$ cat src/rtl/fab_reset_sequencer.sv
// -----------------------------------------------------------------------------
// fab_reset_sequencer
//
// Releases the fabric-side datapath reset domains (camera capture, frame
// buffer, LCD output, ...) one at a time once the fabric reset controller
// reports INIT_DONE and the fabric PLL has held lock for LOCK_FILTER cycles.
// Handles Flash*Freeze entry: drains the running domains, puts them back in
// reset and acknowledges on FF_DONE. Leaving freeze re-runs the full sequence.
//
// Ports
//   CLK_BASE        in   1            block clock
//   RESET_N         in   1            asynchronous active-low reset
//   INIT_DONE       in   1            fabric init complete (async level)
//   FPLL_LOCK       in   1            fabric PLL lock (async level)
//   FF_TO_START     in   1            Flash*Freeze entry request (async level)
//   DOMAIN_IDLE     in   NUM_DOMAINS  per-domain quiescent flags (CLK_BASE)
//   DOMAIN_RESET_N  out  NUM_DOMAINS  per-domain active-low resets
//   SEQ_DONE        out  1            all domains released, system running
//   FF_DONE         out  1            fabric frozen-safe acknowledge
//   FAULT           out  2            sticky: [0] lock lost, [1] drain timeout
//   STATE           out  3            current FSM state (debug)
//
// All outputs come straight from flops.
// -----------------------------------------------------------------------------
module fab_reset_sequencer #(
  parameter int NUM_DOMAINS   = 3,
  parameter int STAGE_DELAY   = 16,
  parameter int LOCK_FILTER   = 8,
  parameter int DRAIN_TIMEOUT = 1024
) (
  input  logic                   CLK_BASE,
  input  logic                   RESET_N,
  input  logic                   INIT_DONE,
  input  logic                   FPLL_LOCK,
  input  logic                   FF_TO_START,
  input  logic [NUM_DOMAINS-1:0] DOMAIN_IDLE,
  output logic [NUM_DOMAINS-1:0] DOMAIN_RESET_N,
  output logic                   SEQ_DONE,
  output logic                   FF_DONE,
  output logic [1:0]             FAULT,
  output logic [2:0]             STATE
);

  // ---------------------------------------------------------------------------
  // Widths and constants
  // ---------------------------------------------------------------------------
  localparam int IDX_W = (NUM_DOMAINS > 1)   ? $clog2(NUM_DOMAINS)   : 1;
  localparam int LCW   = (LOCK_FILTER > 1)   ? $clog2(LOCK_FILTER)   : 1;
  localparam int DLW   = $clog2(STAGE_DELAY + 1);
  localparam int DCW   = (DRAIN_TIMEOUT > 1) ? $clog2(DRAIN_TIMEOUT) : 1;

  localparam logic [IDX_W-1:0]       IDX_LAST   = IDX_W'(NUM_DOMAINS - 1);
  localparam logic [IDX_W-1:0]       IDX_ONE    = IDX_W'(1'b1);
  localparam logic [LCW-1:0]         LOCK_LAST  = LCW'(LOCK_FILTER - 1);
  localparam logic [LCW-1:0]         LOCK_ONE   = LCW'(1'b1);
  localparam logic [DLW-1:0]         DLY_LOAD   = DLW'(STAGE_DELAY);
  localparam logic [DLW-1:0]         DLY_ONE    = DLW'(1'b1);
  localparam logic [DCW-1:0]         DRAIN_LAST = DCW'(DRAIN_TIMEOUT - 1);
  localparam logic [DCW-1:0]         DRAIN_ONE  = DCW'(1'b1);
  localparam logic [NUM_DOMAINS-1:0] DOM_ONE    = NUM_DOMAINS'(1'b1);

  typedef enum logic [2:0] {
    ST_IDLE       = 3'd0,
    ST_LOCK_WAIT  = 3'd1,
    ST_RELEASE    = 3'd2,
    ST_STAGE_WAIT = 3'd3,
    ST_RUN        = 3'd4,
    ST_DRAIN      = 3'd5,
    ST_FF_ACK     = 3'd6
  } state_t;

  // ---------------------------------------------------------------------------
  // Input synchronizers (2 flops each)
  // ---------------------------------------------------------------------------
  logic [1:0] init_sync_q;
  logic [1:0] lock_sync_q;
  logic [1:0] ff_sync_q;
  logic       init_done_s;
  logic       fpll_lock_s;
  logic       ff_to_start_s;

  // Two-stage synchronizers for the asynchronous level inputs
  always_ff @(posedge CLK_BASE or negedge RESET_N) begin
    if (!RESET_N) begin
      init_sync_q <= 2'b00;
      lock_sync_q <= 2'b00;
      ff_sync_q   <= 2'b00;
    end else begin
      init_sync_q <= {init_sync_q[0], INIT_DONE};
      lock_sync_q <= {lock_sync_q[0], FPLL_LOCK};
      ff_sync_q   <= {ff_sync_q[0], FF_TO_START};
    end
  end

  assign init_done_s   = init_sync_q[1];
  assign fpll_lock_s   = lock_sync_q[1];
  assign ff_to_start_s = ff_sync_q[1];

  // ---------------------------------------------------------------------------
  // State, counters and output registers
  // ---------------------------------------------------------------------------
  state_t                 state_q,      state_d;
  logic [IDX_W-1:0]       idx_q,        idx_d;
  logic [LCW-1:0]         lock_cnt_q,   lock_cnt_d;
  logic [DLW-1:0]         dly_cnt_q,    dly_cnt_d;
  logic [DCW-1:0]         drain_cnt_q,  drain_cnt_d;
  logic [NUM_DOMAINS-1:0] dom_rst_n_q,  dom_rst_n_d;
  logic                   seq_done_q,   seq_done_d;
  logic                   ff_done_q,    ff_done_d;
  logic [1:0]             fault_q,      fault_d;
  logic                   lock_watch_s;

  // Lock loss only matters once the filter has passed and before freeze.
  assign lock_watch_s = (state_q == ST_RELEASE)    ||
                        (state_q == ST_STAGE_WAIT) ||
                        (state_q == ST_RUN)        ||
                        (state_q == ST_DRAIN);

  // Next-state, counter and output computation
  always_comb begin
    state_d     = state_q;
    idx_d       = idx_q;
    lock_cnt_d  = '0;
    dly_cnt_d   = dly_cnt_q;
    drain_cnt_d = drain_cnt_q;
    dom_rst_n_d = dom_rst_n_q;
    seq_done_d  = seq_done_q;
    ff_done_d   = ff_done_q;
    fault_d     = fault_q;

    if ((state_q != ST_IDLE) && !init_done_s) begin
      // Loss of fabric init wins over everything.
      state_d     = ST_IDLE;
      dom_rst_n_d = '0;
      seq_done_d  = 1'b0;
      ff_done_d   = 1'b0;
    end else if (lock_watch_s && !fpll_lock_s) begin
      // PLL dropped while domains may be running: slam all resets.
      state_d     = ST_LOCK_WAIT;
      dom_rst_n_d = '0;
      seq_done_d  = 1'b0;
      fault_d     = fault_q | 2'b01;
    end else begin
      case (state_q)
        ST_IDLE: begin
          dom_rst_n_d = '0;
          seq_done_d  = 1'b0;
          ff_done_d   = 1'b0;
          if (init_done_s) begin
            state_d = ST_LOCK_WAIT;
          end else begin
            state_d = ST_IDLE;
          end
        end

        ST_LOCK_WAIT: begin
          dom_rst_n_d = '0;
          seq_done_d  = 1'b0;
          ff_done_d   = 1'b0;
          // Consecutive-high filter: any low cycle restarts the count.
          if (fpll_lock_s) begin
            if (lock_cnt_q == LOCK_LAST) begin
              lock_cnt_d = lock_cnt_q;
            end else begin
              lock_cnt_d = lock_cnt_q + LOCK_ONE;
            end
          end else begin
            lock_cnt_d = '0;
          end

          if (ff_to_start_s) begin
            // Domains are already held in reset, so freeze is safe at once.
            state_d = ST_FF_ACK;
          end else if (fpll_lock_s && (lock_cnt_q == LOCK_LAST)) begin
            state_d     = ST_RELEASE;
            idx_d       = '0;
            dom_rst_n_d = DOM_ONE;
          end else begin
            state_d = ST_LOCK_WAIT;
          end
        end

        ST_RELEASE: begin
          // The reset for domain idx was dropped on entry to this state.
          state_d   = ST_STAGE_WAIT;
          dly_cnt_d = DLY_LOAD;
        end

        ST_STAGE_WAIT: begin
          // Counter runs STAGE_DELAY..1, so the state lasts STAGE_DELAY cycles.
          if (dly_cnt_q <= DLY_ONE) begin
            if (idx_q == IDX_LAST) begin
              state_d    = ST_RUN;
              seq_done_d = 1'b1;
            end else begin
              state_d     = ST_RELEASE;
              idx_d       = idx_q + IDX_ONE;
              dom_rst_n_d = dom_rst_n_q | (DOM_ONE << idx_d);
            end
          end else begin
            dly_cnt_d = dly_cnt_q - DLY_ONE;
          end
        end

        ST_RUN: begin
          if (ff_to_start_s) begin
            state_d     = ST_DRAIN;
            drain_cnt_d = '0;
            seq_done_d  = 1'b0;
          end else begin
            state_d    = ST_RUN;
            seq_done_d = 1'b1;
          end
        end

        ST_DRAIN: begin
          if (&DOMAIN_IDLE) begin
            state_d     = ST_FF_ACK;
            dom_rst_n_d = '0;
          end else if (drain_cnt_q == DRAIN_LAST) begin
            // Domains never went quiet: freeze anyway and flag it.
            state_d     = ST_FF_ACK;
            dom_rst_n_d = '0;
            fault_d     = fault_q | 2'b10;
          end else if (!ff_to_start_s) begin
            // Request withdrawn before the drain finished: resume running.
            state_d    = ST_RUN;
            seq_done_d = 1'b1;
          end else begin
            state_d     = ST_DRAIN;
            drain_cnt_d = drain_cnt_q + DRAIN_ONE;
          end
        end

        ST_FF_ACK: begin
          dom_rst_n_d = '0;
          seq_done_d  = 1'b0;
          if (ff_to_start_s) begin
            // Acknowledge rises one cycle after the resets are asserted.
            state_d   = ST_FF_ACK;
            ff_done_d = 1'b1;
          end else begin
            state_d   = ST_LOCK_WAIT;
            ff_done_d = 1'b0;
          end
        end

        default: begin
          state_d     = ST_IDLE;
          dom_rst_n_d = '0;
          seq_done_d  = 1'b0;
          ff_done_d   = 1'b0;
        end
      endcase
    end
  end

  // State, counter and registered-output flops
  always_ff @(posedge CLK_BASE or negedge RESET_N) begin
    if (!RESET_N) begin
      state_q     <= ST_IDLE;
      idx_q       <= '0;
      lock_cnt_q  <= '0;
      dly_cnt_q   <= '0;
      drain_cnt_q <= '0;
      dom_rst_n_q <= '0;
      seq_done_q  <= 1'b0;
      ff_done_q   <= 1'b0;
      fault_q     <= 2'b00;
    end else begin
      state_q     <= state_d;
      idx_q       <= idx_d;
      lock_cnt_q  <= lock_cnt_d;
      dly_cnt_q   <= dly_cnt_d;
      drain_cnt_q <= drain_cnt_d;
      dom_rst_n_q <= dom_rst_n_d;
      seq_done_q  <= seq_done_d;
      ff_done_q   <= ff_done_d;
      fault_q     <= fault_d;
    end
  end

  assign DOMAIN_RESET_N = dom_rst_n_q;
  assign SEQ_DONE       = seq_done_q;
  assign FF_DONE        = ff_done_q;
  assign FAULT          = fault_q;
  assign STATE          = state_q;

endmodule

$ cat config.mk
export PLATFORM = sky130hd
export DESIGN_NAME = fab_reset_sequencer
export DESIGN_NICKNAME = d
export VERILOG_FILES = /design/src/rtl/fab_reset_sequencer.sv
export SDC_FILE = /design/constraint.sdc
export NUM_CORES = 1
export LEC_CHECK = 0
export ABC_AREA = 1
export BUFFER_PORTS_ARGS = -buffer_cell sky130_fd_sc_hd__buf_4
export CAP_MARGIN = 0
export CORE_UTILIZATION = 50
export DETAILED_ROUTE_END_ITERATION = 10
export HOLD_SLACK_MARGIN = 0.12
export PLACE_DENSITY = 0.67
export SLEW_MARGIN = 10
export SYNTH_ARGS = -nofsm -noshare
export SYNTH_HDL_FRONTEND = slang
export SYNTH_SLANG_ARGS = --single-unit
$ cat constraint.sdc
create_clock -name CLK_BASE -period 1.9 [get_ports CLK_BASE]
set_input_delay 0.095 -clock CLK_BASE [delete_from_list [all_inputs] [get_ports CLK_BASE]]
set_output_delay 0.095 -clock CLK_BASE [all_outputs]
set_load 0.02 [all_outputs]
==> impl_results.md, run 1 <==
* Routed WL at 4310 um
* Clock sink count at 36
* Cell area power density at 1120 nW/um^2
* Net Sw Frac at 0.426
* Most common cell after layout, fill and taps aside: nand2_1
* Max_slew headroom at 0.690
* Initial antenna violation count at 0
* Largest net degree at the start of global routing at 37
* Routed Antenna Nets at 0
* Worst-skew pair later-pin latency at 0.29 ns
* Worst setup SP type: flip-flop
* Gr usage total at 0.220
* DR vias/cell at 5.12
* # setup viols final at 0
* Status: finished clean
* Clock power frac at 0.191
* Synthesized area at 2130 um^2
* CP max FO at 13
* Final worst path period need at 1.70 ns
* Seq pwr share at 0.385
* Cell-internal power at 1.56 mW
* P_sw at 1.16 mW
* First-pass GRT wire length at 7330 um
* Routability Congestion at 0.898
* Ys flop type: dfrtp_1
* Max Transition Viols Final at 0
* Area Growth Syn to Fin at 14.3%
* Crit path capture type: flip-flop
* Post-CTS Resized at 0
* Post-route worst setup slack at 0.203 ns
* CP Class: reg -> reg
* Layout cells sized above 1 at 0.164
* Logic gate share of total power at 0.424
* Drt pass-1 iters at 4
* Worst r2r src: drain_cnt_q[0]
* Full die area at 4520 um^2
* Final Hold Fails at 0
* Num rows at 23
* Hold Path Class: in -> reg
* 1st-iter DRT viols at 102
* Initial Utilization at 0.528
* Nets at 322
* Detailed Place HPWL at 3240 um
* Fin Setup TNS at 0 ns
* RSZ-0062 raised after global routing: no
* Synth Net Count at 294
* Grt ovf at 0
* Actual slew at the worst max-slew pin at 0.465 ns
* Via Count at 1818
* Buffers added on ports at 17
* Worst EP required at 2.11 ns
* H-Tree Depth at 2
* Synth cell types at 30
* Arrival @ worst endpoint at 1.90 ns
* Max-cap violations at 0
* I/O pin count at 18
* Final worst-path cycle share at 0.893
* Core area at 4030 um^2
* Dpl ws at 0.214 ns
* DRC at 0
* Worst setup path startpoint: drain_cnt_q[0]
* FF+latch count, synth at 36
* WL per Instance at 12.1 um
* Post-synth EDFFs at 0
* CTS Buf Count at 5
* Mean Syn Cell Area at 7.68 um^2
* Max frequency at 589 MHz
* Leak pwr at 1.21 nW
* Die span in y at 67.2 um
* Hold path start: DOMAIN_IDLE[1]
* CTS max path bufs at 2
* Clock-pin transition on the worst setup and hold timing paths at 0.07 ns
* Cells after DPL at 344
* CTS tree: yes
* Clock root cell: clkbuf_8
* Yosys Warn Count at 0
* Sequential share of the synthesized area at 0.424
* Maximum vdd drop at 580 uV
* Vias in the first global route at 1641
* Fraction of registers with async set/reset at 1.00
* Commonest non-fill, non-tap cells in the layout: nand2_1, nor2_1, dfrtp_1
* Die Span X at 67.2 um
* N_diodes at 0
* Setup Skew at 0.00901 ns
* Cells after Synth at 277
* Cell Count, Final, Fillers Out at 355
==> cells by family after synthesis <==
| logic type | share of synthesized area |
|---|---|
| fa+ha+maj | 0.0529 |
| xor+xnor | 0.0329 |
| simple gates | 0.346 |
| buf+inv | 0.0618 |
| flops | 0.424 |
| compound gates | 0.0824 |
==> cells in the mapped netlist, types with 2 or more instances <==
cell type	instances	area, um^2
a21oi_1	4	20.0
dfrtp_1	36	901
ha_1	9	113
inv_1	24	90.1
inv_2	8	30.0
nand2_1	80	300
nand2_2	5	31.3
nand2_4	3	33.8
nand3_1	19	95.1
nand3_2	3	30.0
nand4_1	5	31.3
nor2_1	37	139
nor3_1	5	25.0
o211ai_1	2	15.0
o21ai_0	8	40.0
o21ai_1	6	30.0
o21ai_2	3	26.3
o22ai_1	2	12.5
xnor2_1	2	17.5
xor2_1	6	52.6
==> power groups by stage <==
stage | Sequential, mW | Clock [mW] | Combinational [mW]
2_1_floorplan | 1.08 | 0 | 0.827
3_3_place_gp | 1.06 | 0 | 1.15
3_5_place_dp | 1.06 | 0 | 1.15
4_1_cts | 1.05 | 0.529 | 1.16
5_1_grt | 1.07 | 0.556 | 1.29
6_report | 1.05 | 0.519 | 1.15
==> worst paths after layout <==
check                      cells past startpoint                 to  slack [ns]
setup / recovery                               9     drain_cnt_q[0]        0.20
hold / removal                                 3           FAULT[1]        0.23
setup reg to reg                               9     drain_cnt_q[0]        0.20
hold reg to reg                                0       ff_sync_q[1]        0.35
max in group asynchronous                      2  DOMAIN_RESET_N[0]        1.27
min in group asynchronous                      2       dly_cnt_q[4]        0.30
==> cell type report <==
cell class,count,area (um^2)
Timing Repair Buffer,22,175
Clock buffer,6,72.6
Fill cell,390,1600
Sequential cell,36,901
Multi-Input combinational cell,208,1090
Tap cell,50,62.6
Clock inverter,1,5.00
Inverter,32,120
==> sequential cells by signal, summed over array words and instances (netlist names) <==
name,flops
idx_q,2
FF_DONE,1
lock_cnt_q,3
init_sync_q,2
DOMAIN_RESET_N,3
STATE,3
FAULT,2
drain_cnt_q,10
ff_sync_q,2
dly_cnt_q,5
lock_sync_q,2
SEQ_DONE,1
==> metal layers <==
layer	part of all wire	vias to the layer above	global-route usage
met3	0.049	7	0.0439
li1	-	941	-
met4	0.018	0	0.104
met2	0.44	44	0.326
met5	0	-	0
met1	0.50	826	0.306
==> worst max-delay path: stages, from the launching register on <==
cell     delay (ns)
dfrtp_1        0.39
ha_1           0.20
nand2_1        0.09
nor2_2         0.15
nand3_1        0.14
nand2_1        0.13
nand2_2        0.09
nand2_4        0.17
inv_2          0.10
o21ai_1        0.16
==> metrics by stage <==
| stage | util | power [mW] | hold slack, ns | instance area, um^2 |
|---|---|---|---|---|
| floorplan | - | 1.91 | -0.201 | 2130 |
| detailed placement | 0.574 | 2.20 | 0.0842 | 2310 |
| CTS | 0.603 | 2.73 | 0.227 | 2430 |
| global route | 0.603 | 2.92 | 0.265 | 2430 |
| global placement | 0.574 | 2.20 | 0.0814 | 2310 |
| finish | 0.603 | 2.71 | 0.228 | 2430 |
==> what timing repair did <==
| action | 4_1_cts | 5_1_grt |
|---|---|---|
| hold endpoints to repair | 39 | 0 |
| setup buffers | 0 | 0 |
| hold buffers | 4 | 0 |
No activity file was read; power rests on OpenSTA's default activity.
==> inputs of run 2 (changes only) <==
- CORE_MARGIN: default -> 4
- clock period: 1.9 -> 1.7 ns (I/O delays scaled with it)
==> impl_results.md, run 2 (synthesized netlist as in run 1, its figures left out) <==
* Logic gate share of total power at 0.417 (-0.007)
* Clock power frac at 0.227 (+0.036)
* # setup viols final at 0 (unchanged)
* Die Span X at 73.2 um (+8.9%)
* Commonest non-fill, non-tap cells in the layout: nand2_1, nor2_1, dfrtp_1
* Fill cell count at 365 (-6.4%)
* Post-layout util at 0.635 (+0.0312)
* Net Sw Frac at 0.403 (-0.0234)
* Final worst path period need at 1.60 ns (-0.100 ns)
* Core area at 4060 um^2 (+0.71%)
* CP max-delay cell: dfrtp_1
* Clock sink count at 36 (unchanged)
* DR vias/cell at 5.13 (+0.15%)
* 1st-iter DRT viols at 185 (+81%)
* Final Hold Fails at 0 (unchanged)
* Worst-skew pair later-pin latency at 0.29 ns (about the same)
* Routed Antenna Nets at 0 (unchanged)
* Seq pwr share at 0.356 (-0.029)
* Fin Setup TNS at 0 ns (unchanged)
* CP Class: reg -> reg
* Most common cell after layout, fill and taps aside: nand2_1
* Worst r2r src: drain_cnt_q[0]
* Buffers added on ports at 17 (unchanged)
* GRT Max-Usage Layer: met2
* Vias in the first global route at 1780 (+8.5%)
* Crit path capture type: flip-flop
* Max reg flops at 10 (unchanged)
* Routed WL at 4430 um (+2.9%)
* Routability Congestion at 0.865 (-3.7%)
* I/O pin count at 18 (unchanged)
* Leak pwr at 1.28 nW (+5.6%)
* CTS tree: yes
* Max-cap violations at 0 (unchanged)
* Hold EP: FAULT[1]
* Area Growth Syn to Fin at 21.1%
* Detailed Place HPWL at 3310 um (+2.3%)
* Cells after DPL at 346 (+0.58%)
* Clock-pin transition on the worst setup and hold timing paths at 0.07 ns (about the same)
* Cell-internal power at 1.96 mW (+26%)
* Critical Path, Cell by Cell: ha_2, nand2_1, nor2_4, nand3_2, nand2_2, nand2_4, nand2_8, inv_2, nand2_1, o21ai_1
* WL per Instance at 12.1 um (+0.11%)
* Largest net degree at the start of global routing at 37 (unchanged)
* Maximum vdd drop at 633 uV (+9.2%)
* Full die area at 5360 um^2 (+19%)
* Max frequency at 626 MHz (+6.3%)
* GRT met3 Usage at 0.0468 (+0.00291)
* Hold path start: DOMAIN_IDLE[1]
* M2 GR Usage at 0.293 (-0.0333)
* Hold Path Stages at 3 (unchanged)
* Reg2Reg Setup Slack at 0.10 ns (-0.10 ns)
* Reg with most FFs: drain_cnt_q
* Grt ovf at 0 (unchanged)
* Arrival @ worst endpoint at 1.77 ns (-0.13 ns)
* H-Tree Depth at 2 (unchanged)
* Cell mode on critical path: nand2_1
* Max_slew headroom at 0.699 (+0.00919)
* Initial Utilization at 0.524 (-0.00374)
* Status: finished clean
* Worst setup SP type: flip-flop
* Num rows at 23 (unchanged)
* Worst EP required at 1.87 ns (-0.24 ns)
* Hold slack final at 0.230 ns (+0.00212 ns)
* N_diodes at 0 (unchanged)
* Delay of the slowest critical-path stage at 0.40 ns (about the same)
* Setup Skew at 0.00728 ns (-0.00174 ns)
* Worst R2R Path Depth at 10 (+1)
* Gr usage total at 0.192 (-0.0284)
* Clock root cell: clkbuf_8
* RSZ-0062 raised after global routing: yes
* Hold Path Class: in -> reg
* Cell Count, Final, Fillers Out at 365 (+2.8%)
* CP max FO at 8 (-5)
* CTS max path bufs at 2 (unchanged)
* Routing usage on met1 at 0.264 (-0.0420)
* Initial antenna violation count at 0 (unchanged)
* DRC at 0 (unchanged)
* Biggest regs: drain_cnt_q (10), dly_cnt_q (5)
* FF-to-FF End: drain_cnt_q[4]
* Nets at 331 (+2.8%)
* Final worst-path cycle share at 0.940 (+0.0462)
* First-pass GRT wire length at 7980 um (+9.0%)
* CTS Buf Count at 5 (unchanged)
* Die span in y at 73.2 um (+8.9%)
* Max Transition Viols Final at 0 (unchanged)
* Drt pass-1 iters at 6 (+2)
* Layout cells sized above 1 at 0.219 (+0.0551)
* Cell area power density at 1270 nW/um^2 (+14%)
* Via Count at 1872 (+3.0%)
* P_sw at 1.32 mW (+14%)
* Actual slew at the worst max-slew pin at 0.451 ns (-0.0138 ns)
## run 2: cell types whose count changed in the layout (fill, tap and decap cells not counted), sizes merged
cell	previous run	this run
buf	18	27
bufinv	0	1
## run 2: what timing repair did
action / 4_1_cts / 5_1_grt
hold endpoints to repair: 39 / 0
gates resized for setup: 1 / 12
hold buffers: 4 / 0
setup endpoints to repair: 1 / 15
setup buffers: 0 / 7
pin swaps: 0 / 3
## run 2: per-layer routing
layer	wire [um]	vias up	share of wire
li1	-	962	-
met2	2000	35	0.45
met3	212	6	0.048
met4	63	0	0.014
met5	0	-	0
met1	2150	869	0.49
## run 2: power groups by stage
stage / clock network, mW / logic (mW) / registers [mW]
finish: 0.744 / 1.37 / 1.17
global route: 0.803 / 1.58 / 1.20
CTS: 0.768 / 1.31 / 1.17
detailed placement: 0 / 1.29 / 1.18
global placement: 0 / 1.29 / 1.18
floorplan: 0 / 0.924 / 1.21
## run 2: worst max-delay path: cells and delay by family, from the launching register on
| family | cells | cell delay [ns] |
|---|---|---|
| adder cells (fa/ha/maj) | 1 | 0.21 |
| AND/OR/NAND/NOR | 7 | 0.74 |
| AO/OA/AOI/OAI | 1 | 0.06 |
| flip-flops | 1 | 0.40 |
| buffers and inverters | 1 | 0.07 |
## run 2: worst max-delay path by stage
| stage | start | to | slack (ns) | cells after the start |
|---|---|---|---|---|
| 2_1_floorplan | STATE[1] | drain_cnt_q[3] | 0.18 | 10 |
| 3_3_place_gp | drain_cnt_q[0] | drain_cnt_q[4] | 0.09 | 10 |
| 3_5_place_dp | drain_cnt_q[0] | drain_cnt_q[4] | -0.0003 | 10 |
| 4_1_cts | drain_cnt_q[0] | drain_cnt_q[4] | 0.02 | 10 |
| 5_1_grt | STATE[2] | DOMAIN_RESET_N[2] | -0.02 | 8 |
| 6_report | drain_cnt_q[0] | drain_cnt_q[4] | 0.10 | 10 |
## run 2: layout make-up
cell class	instances	area (um^2)	share of cell area
flip-flops and latches	36	903	0.351
multi-input cells	208	1140	0.442
well taps	50	62.6	0.0243
clock buffers	6	72.6	0.0282
repair buffers	31	243	0.0943
clock inverters	2	35.0	0.0136
inverters	32	120	0.0466
## run 2: through the flow
stage	cell area, um^2	setup WS [ns]	total power [mW]
6_report	2570	0.103	3.28
3_3_place_gp	2330	0.0894	2.47
4_1_cts	2480	0.0244	3.25
3_5_place_dp	2330	-0.000336	2.48
5_1_grt	2570	-0.0237	3.58
2_1_floorplan	2130	0.179	2.13
